File: config.mk
export PLATFORM = sky130hd
export DESIGN_NAME = branch_predict_unit
export DESIGN_NICKNAME = d
export VERILOG_FILES = /design/src/rtl/core_pkg.sv /design/src/rtl/branch_predict_unit_sat_counter2.sv /design/src/rtl/branch_predict_unit.sv
export SDC_FILE = /design/constraint.sdc
export NUM_CORES = 1
export LEC_CHECK = 0
export ABC_AREA = 1
export ABC_CLOCK_PERIOD_IN_PS = 8350
export BUFFER_PORTS_ARGS = -buffer_cell sky130_fd_sc_hd__buf_2
export CELL_PAD_IN_SITES_DETAIL_PLACEMENT = 0
export CELL_PAD_IN_SITES_GLOBAL_PLACEMENT = 1
export CORE_UTILIZATION = 44
export DETAILED_ROUTE_END_ITERATION = 6
export PLACE_DENSITY_LB_ADDON = 0.3
export SETUP_SLACK_MARGIN = 0.3
export SLEW_MARGIN = 25
export SYNTH_ARGS = -nofsm -noshare
export SYNTH_HDL_FRONTEND = slang
export SYNTH_HIERARCHICAL = 1
export SYNTH_SLANG_ARGS = --single-unit
File: constraint.sdc
create_clock -name clk -period 8.35 [get_ports clk]
set_input_delay 1.2525 -clock clk [delete_from_list [all_inputs] [get_ports clk]]
set_output_delay 1.2525 -clock clk [all_outputs]
set_load 0.05 [all_outputs]
File: src/rtl/core_pkg.sv
// core_pkg: shared core constants, branch-op fields and the 2-bit BHT counter state
package core_pkg;
  localparam int XLEN_DEFAULT = 32;
  localparam int BROP_JUMP = 4;
  localparam int BROP_COND = 3;
  localparam logic [2:0] F3_BEQ  = 3'b000;
  localparam logic [2:0] F3_BNE  = 3'b001;
  localparam logic [2:0] F3_BLT  = 3'b100;
  localparam logic [2:0] F3_BGE  = 3'b101;
  localparam logic [2:0] F3_BLTU = 3'b110;
  localparam logic [2:0] F3_BGEU = 3'b111;
  typedef enum logic [1:0] {SNT = 2'b00, WNT = 2'b01, WT = 2'b10, ST = 2'b11} bht_state_t;
endpackage

File: src/rtl/branch_predict_unit_sat_counter2.sv
// sat_counter2: 2-bit saturating up/down counter, async reset to WNT
// ports: clk, rst_n; en_i enables a step; up_i selects increment (1) or decrement (0); q_o is the state
module sat_counter2
  import core_pkg::*;
(
  input  logic       clk,
  input  logic       rst_n,
  input  logic       en_i,
  input  logic       up_i,
  output bht_state_t q_o
);
  bht_state_t q_q, q_d;
  logic [1:0] inc, dec;
  assign inc = q_q + 2'd1;
  assign dec = q_q - 2'd1;
  always_comb q_d = !en_i ? q_q : up_i ? (q_q == ST ? ST : bht_state_t'(inc)) : (q_q == SNT ? SNT : bht_state_t'(dec));
  always_ff @(posedge clk or negedge rst_n)
    if (!rst_n) q_q <= WNT;
    else q_q <= q_d;
  assign q_o = q_q;
endmodule

File: src/rtl/branch_predict_unit.sv
// branch_predict_unit: branch resolve/compare, bimodal BHT prediction and training, perf counters
// ports: f_pc -> f_pred_taken (fetch lookup); ex_* resolve a branch/jump -> ex_taken, ex_mispredict;
//        clr_stats clears perf_branches / perf_mispredicts
module branch_predict_unit
  import core_pkg::*;
#(
  parameter int XLEN        = XLEN_DEFAULT,
  parameter int BHT_ENTRIES = 64,
  parameter int CNT_W       = 32
) (
  input  logic             clk,
  input  logic             rst_n,
  input  logic [XLEN-1:0]  f_pc,
  output logic             f_pred_taken,
  input  logic             ex_valid,
  input  logic [XLEN-1:0]  ex_pc,
  input  logic [XLEN-1:0]  ex_a,
  input  logic [XLEN-1:0]  ex_b,
  input  logic [4:0]       ex_brop,
  input  logic             ex_pred_taken,
  output logic             ex_taken,
  output logic             ex_mispredict,
  input  logic             clr_stats,
  output logic [CNT_W-1:0] perf_branches,
  output logic [CNT_W-1:0] perf_mispredicts
);
  localparam int IDX_W = $clog2(BHT_ENTRIES);
  bht_state_t bht [BHT_ENTRIES];
  logic [IDX_W-1:0] f_idx, ex_idx;
  logic [2:0] f3;
  logic eq, lt, ltu, cond_taken, legal, is_br;
  logic [CNT_W-1:0] br_q, br_d, mp_q, mp_d;
  assign f_idx = f_pc[IDX_W+1:2];
  assign ex_idx = ex_pc[IDX_W+1:2];
  assign f3 = ex_brop[2:0];
  assign eq = ex_a == ex_b;
  assign lt = $signed(ex_a) < $signed(ex_b);
  assign ltu = ex_a < ex_b;
  assign cond_taken = f3 == F3_BEQ ? eq : f3 == F3_BNE ? !eq : f3 == F3_BLT ? lt :
                      f3 == F3_BGE ? !lt : f3 == F3_BLTU ? ltu : f3 == F3_BGEU ? !ltu : 1'b0;
  // funct3 010/011 are not branches
  assign legal = f3[2:1] != 2'b01;
  assign is_br = ex_valid & !ex_brop[BROP_JUMP] & ex_brop[BROP_COND] & legal;
  assign ex_taken = (ex_valid & ex_brop[BROP_JUMP]) | (is_br & cond_taken);
  assign ex_mispredict = ex_valid & (ex_taken != ex_pred_taken);
  assign f_pred_taken = bht[f_idx][1];
  for (genvar g = 0; g < BHT_ENTRIES; g++) begin : g_bht
    sat_counter2 u_ctr (
      .clk  (clk),
      .rst_n(rst_n),
      .en_i (is_br && ex_idx == IDX_W'(g)),
      .up_i (cond_taken),
      .q_o  (bht[g])
    );
  end
  always_comb begin
    br_d = clr_stats ? '0 : (is_br && !(&br_q)) ? br_q + CNT_W'(1) : br_q;
    mp_d = clr_stats ? '0 : (ex_mispredict && !(&mp_q)) ? mp_q + CNT_W'(1) : mp_q;
  end
  always_ff @(posedge clk or negedge rst_n)
    if (!rst_n) begin
      br_q <= '0;
      mp_q <= '0;
    end else begin
      br_q <= br_d;
      mp_q <= mp_d;
    end
  assign perf_branches = br_q;
  assign perf_mispredicts = mp_q;
endmodule

==> results of run 1 <==
## cell usage after synthesis (all sizes together)
master  instances
clkinv          1
dfstp          64
nor2          296
ha             34
nand4          48
o32ai           1
buf            16
nor3           37
o211ai          1
nand3          51
dfrtp         128
and3            1
xnor2          16
o221ai          2
a21o            1
xor2           15
inv           263
nor4           14
o22ai          17
o21a            2
a211oi          4
a31oi           1
a21oi          42
nand2         755
o21ai          66
a21boi          1
clkbuf         16
## path summary, 6_finish.rpt
| check | from | endpoint | slack [ns] | cells after the start |
|---|---|---|---|---|
| max in group asynchronous | rst_n | g_bht[14].u_ctr/q_o[1] | 6.38 | 2 |
| min in group asynchronous | rst_n | g_bht[59].u_ctr/q_o[1] | 0.84 | 1 |
| setup reg to reg | perf_mispredicts[1] | perf_mispredicts[24] | 5.70 | 11 |
| setup / recovery | ex_b[31] | ex_mispredict | 2.69 | 19 |
| hold reg to reg | g_bht[60].u_ctr/q_o[0] | g_bht[60].u_ctr/q_o[0] | 0.47 | 2 |
| hold / removal | g_bht[60].u_ctr/q_o[0] | g_bht[60].u_ctr/q_o[0] | 0.47 | 2 |
## worst max-delay path, stage by stage
cell and delay [ns]:
buf_2 0.08, inv_1 0.03, ha_1 0.35, nand2_2 0.08
nor2_2 0.14, nand2_2 0.09, nor4_4 0.20, nand2_2 0.12
nand2_2 0.08, nand2_2 0.06, nand3_2 0.06, nand2_2 0.05
nor2_2 0.12, nand3_4 0.51, nand2_4 0.29, a21oi_2 0.09
nor2_4 0.10, buf_4 0.32, buf_2 0.33
## per-stage QoR
stage	power, mW	utilization [%]	std cells
global route	2.14	50.6	2436
finish	2.05	50.6	2436
floorplan	1.14	-	1893
CTS	2.08	50.5	2436
global placement	1.22	48.5	2404
detailed placement	1.23	48.5	2404
## state kept, by name (all words and copies together), names as in the netlist
signal	count
g_bht.u_ctr/q_o	128
perf_branches	32
perf_mispredicts	32
## kinds of logic after synthesis
kind of cell    count (synthesis)  synth area share, %
simple gates                 1202                 41.1
buf+inv                       296                 9.26
flops                         192                 38.2
compound gates                138                 6.01
fa+ha+maj                      34                 3.32
xor+xnor                       31                 2.12
## final cells by class
class / instances / share of cell area [%]
Timing Repair Buffer: 159 / 5.69
Clock buffer: 19 / 2.98
Tap cell: 384 / 3.31
Multi-Input combinational cell: 1405 / 46.4
Clock inverter: 13 / 1.06
Inverter: 264 / 6.85
Sequential cell: 192 / 33.7
## power groups by stage
stage	clock network, mW	registers, mW	logic [mW]
floorplan	0	0.977	0.166
global placement	0	0.974	0.247
detailed placement	0	0.975	0.252
CTS	0.868	0.958	0.252
global route	0.900	0.961	0.284
finish	0.847	0.958	0.249
## routing by layer
| layer | wire (um) | part of all wire (%) | track usage (%) | vias up |
|---|---|---|---|---|
| met1 | 15200 | 48 | 29.1 | 5498 |
| met5 | 0 | 0 | 0 | - |
| li1 | - | - | - | 6152 |
| met3 | 1280 | 4.0 | 3.69 | 25 |
| met2 | 15200 | 47 | 37.8 | 186 |
| met4 | 338 | 1.1 | 5.13 | 0 |
==> results.cfg, run 1 <==
[setup_path]
arrival_ns = 4.41
worst_setup_path_end_kind = output pin
cp_max_fo = 58
path_class = primary input to output pin
required_ns = 7.10
startpoint_type = primary input

[detailed_routing]
viasPerCell = 4.87
firstDrtPassIters = 5
wire_per_inst_um = 13.1
via_count = 11900
wl_um = 32000
drc = 0
drt-initial-drc-count = 548
postRouteAntennaNets = 0

[clock_network]
holdBufCountCts = 0
cts_max_level = 4
cts_resized = 0
cts_buffers = 17
cts.clk_slew.worst_paths_ns = 0.07
clock_latency_ns = 0.44
cts_buffer_depth = 2
clkSinkCount = 192
cts_tree = done
root_buffer = clkbuf_16
post_cts_buffers = 0

[global_routing]
grt_antenna_before_repair = 0
grt_max_degree = 89
grt_overflow = 0
grt_pass1_vias = 11200
grt_pass1_wl_um = 54000
grtUsageTotal_pct = 22.1

[place]
gp_congestion = 0.875
post-dp-hpwl_um = 22300
portBuffers = 152
place_ws_ns = 2.67
placed_area_um2 = 13900

[timing]
relSlewSlack_pct = 29.2
rsz0062_at_grt = false
slew_viol_final = 0
finalSetupTns_ns = 0
finalCriticalPeriod_ns = 5.66
fin_skew_ns = 0.0105
fin_crit_sh_pct = 67.8
setup_violations = 0
holdWs_ns = 0.475
fmax_ghz = 0.177
tightest_slew_ns = 1.06
timing.final.hold_violations = 0
setup_slack_ns = 2.69

[final_layout]
finalInstanceArea_um2 = 14500
multiInputGateArea_um2 = 6740
diodes = 0
seq_area_um2 = 4880
final_common_cell = nand2_1
final_cell_mix = nand2_1, inv_1, nor2_1, buf_2, dfrtp_1
drive_above_1_share_pct = 19.0
fillers = 2929
nets = 2211
syn_to_final_growth_pct = 13.3

[die]
core_um2 = 28700
start_util_pct = 44.6
dieArea_um2 = 29800
die_y_um = 173
die_x_um = 173
floorplan.rows = 62
ios = 205

[power_and_ir_drop]
ir_drop_mv = 0.137
intPower_mw = 1.47
seq_power_share_pct = 46.7
p_sw_mw = 0.582
p_sw_share_pct = 28.4
p_per_area_nw_per_um2 = 142
p_clk_share_pct = 41.2
p_comb_share_pct = 12.1
p_leak_nw = 7.20

[logic_synthesis]
synth_warnings = 6
postSynthAreaPerCell_um2 = 6.76
synthDistinctLibCells = 46
synthTopCellsByArea = dfrtp_1, nand2_1, dfstp_2
syn-cell-area_um2 = 12800
synth.top_cell.area_share_pct = 25.0
syn-instance-count = 1893
synth_top_cell_by_area = dfrtp_1
yosys_register_bits = 192
syn_nets = 2065
yosysSeqAreaShare_pct = 38.2

[outcome]
status = finished, final reports clean

[flow_run]
max_cap_violations = 0

[worst_hold_path]
hp-class = register to register
(Power assumes the default switching activity.)
==> run 2: changes to the inputs <==
Settings changed: ABC_CLOCK_PERIOD_IN_PS 8350 to 5800, CORE_UTILIZATION 44 to 41.
Clock period 8.35 ns to 5.8 ns, I/O delays scaled along.
==> run 2 against run 1 <==
- die area rose by 7.2%
- flip-flop and latch count did not move
- largest cell class unchanged
- largest power group unchanged
- cell count rose by 0.62%
==> results.cfg, run 2 (synthesized netlist as in run 1, its figures left out) <==
[outcome]
status = finished, final reports clean

[timing]
setup_violations = 0
relSlewSlack_pct = 32.3
finalSetupTns_ns = 0
tightest_slew_ns = 1.02
slew_viol_final = 0
fin_crit_sh_pct = 70.7
rsz0062_at_grt = false
timing.final.hold_violations = 0
fin_skew_ns = 0.0131
setup_slack_ns = 1.70
fmax_ghz = 0.244
holdWs_ns = 0.472
finalCriticalPeriod_ns = 4.10

[clock_network]
clock_latency_ns = 0.45
root_buffer = clkbuf_16
cts_tree = done
cts_buffers = 17
cts_buffer_depth = 2
cts.clk_slew.worst_paths_ns = 0.07
cts_max_level = 4
cts_resized = 0
holdBufCountCts = 0
post_cts_buffers = 0
clkSinkCount = 192

[place]
place_ws_ns = 1.63
post-dp-hpwl_um = 22500
portBuffers = 152
placed_area_um2 = 14000
gp_congestion = 0.869

[detailed_routing]
via_count = 11800
drt-initial-drc-count = 688
wire_per_inst_um = 13.0
wl_um = 31900
viasPerCell = 4.80
postRouteAntennaNets = 0
firstDrtPassIters = 4
drc = 0

[setup_path]
path_class = primary input to output pin
arrival_ns = 3.23
worst_setup_path_end_kind = output pin
cp_max_fo = 17
required_ns = 4.93
startpoint_type = primary input

[final_layout]
fillers = 3168
finalInstanceArea_um2 = 14600
largest_register_ffs = 128
seq_area_um2 = 4880
syn_to_final_growth_pct = 13.7
final_cell_mix = nand2_1, inv_1, nor2_1, buf_2, dfrtp_1
multiInputGateArea_um2 = 6740
final_common_cell = nand2_1
drive_above_1_share_pct = 19.2
final_util_pct = 47.5
diodes = 0
nets = 2214

[power_and_ir_drop]
p_per_area_nw_per_um2 = 205
p_leak_nw = 7.23
ir_drop_mv = 0.204

[global_routing]
grt_antenna_before_repair = 0
grt_overflow = 0
grtUsageTotal_pct = 21.1
grt_pass1_vias = 11200
grt_pass1_wl_um = 53600
grt_max_degree = 89

[worst_hold_path]
hp-class = primary input to async pin

[die]
dieArea_um2 = 31900
die_x_um = 179
die_y_um = 179
start_util_pct = 41.7
ios = 205
floorplan.rows = 64
core_um2 = 30700

[flow_run]
max_cap_violations = 0
-- run 2: cell count changes in the layout (fill, tap and decap cells not counted) --
cell	delta
clkinvlp_4	-2
clkbuf_1	-2
inv_8	+3
buf_4	+4
clkinv_2	+1
buf_6	-1
clkinv_4	+3
inv_6	-3
-- run 2: layer usage --
layer	track usage, %	vias up	routed length [um]
li1	-	6168	-
met1	27.8	5381	15000
met2	35.6	194	14900
met3	3.97	24	1560
met4	5.23	0	379
met5	0	-	0
-- run 2: per-stage QoR --
step / instances / power [mW]
5_1_grt: 2451 / 3.13
3_5_place_dp: 2419 / 1.77
4_1_cts: 2451 / 3.03
6_report: 2451 / 2.99
2_1_floorplan: 1893 / 1.65
3_3_place_gp: 2419 / 1.76
-- run 2: power breakdown --
group          switching [mW]  internal (mW)  total [mW]
clock                   0.592          0.654        1.25
combinational           0.257          0.105       0.361
sequential             0.0127           1.37        1.38
-- run 2: critical path: stages --
cell and delay (ns):
buf_2 0.26, inv_1 0.65, o21ai_0 0.20, o22ai_1 0.30, o21ai_0 0.14, o221ai_1 0.14, o21ai_0 0.15, o21ai_0 0.20
buf_2 0.30
-- run 2: area by class of cell --
type                       instances  share of cell area (%)
clock buffer                      17                    2.92
clock inverter                    15                    1.22
inverter                         264                    6.83
multi-input combinational       1405                    46.3
sequential                       192                    33.5
tap                              396                    3.40
timing repair buffer             162                    5.80
-- run 2: worst paths after layout --
path,from,end,slack [ns],cells past startpoint
worst min-delay path,rst_n,g_bht[40].u_ctr/q_o[1],0.47,1
worst max-delay path,f_pc[3],f_pred_taken,1.70,9
max in group asynchronous,rst_n,perf_mispredicts[1],4.20,2
min in group clk,g_bht[62].u_ctr/q_o[0],g_bht[62].u_ctr/q_o[0],0.47,2
worst max register to register,perf_mispredicts[1],perf_mispredicts[24],3.15,11
worst min register to register,g_bht[62].u_ctr/q_o[0],g_bht[62].u_ctr/q_o[0],0.47,2
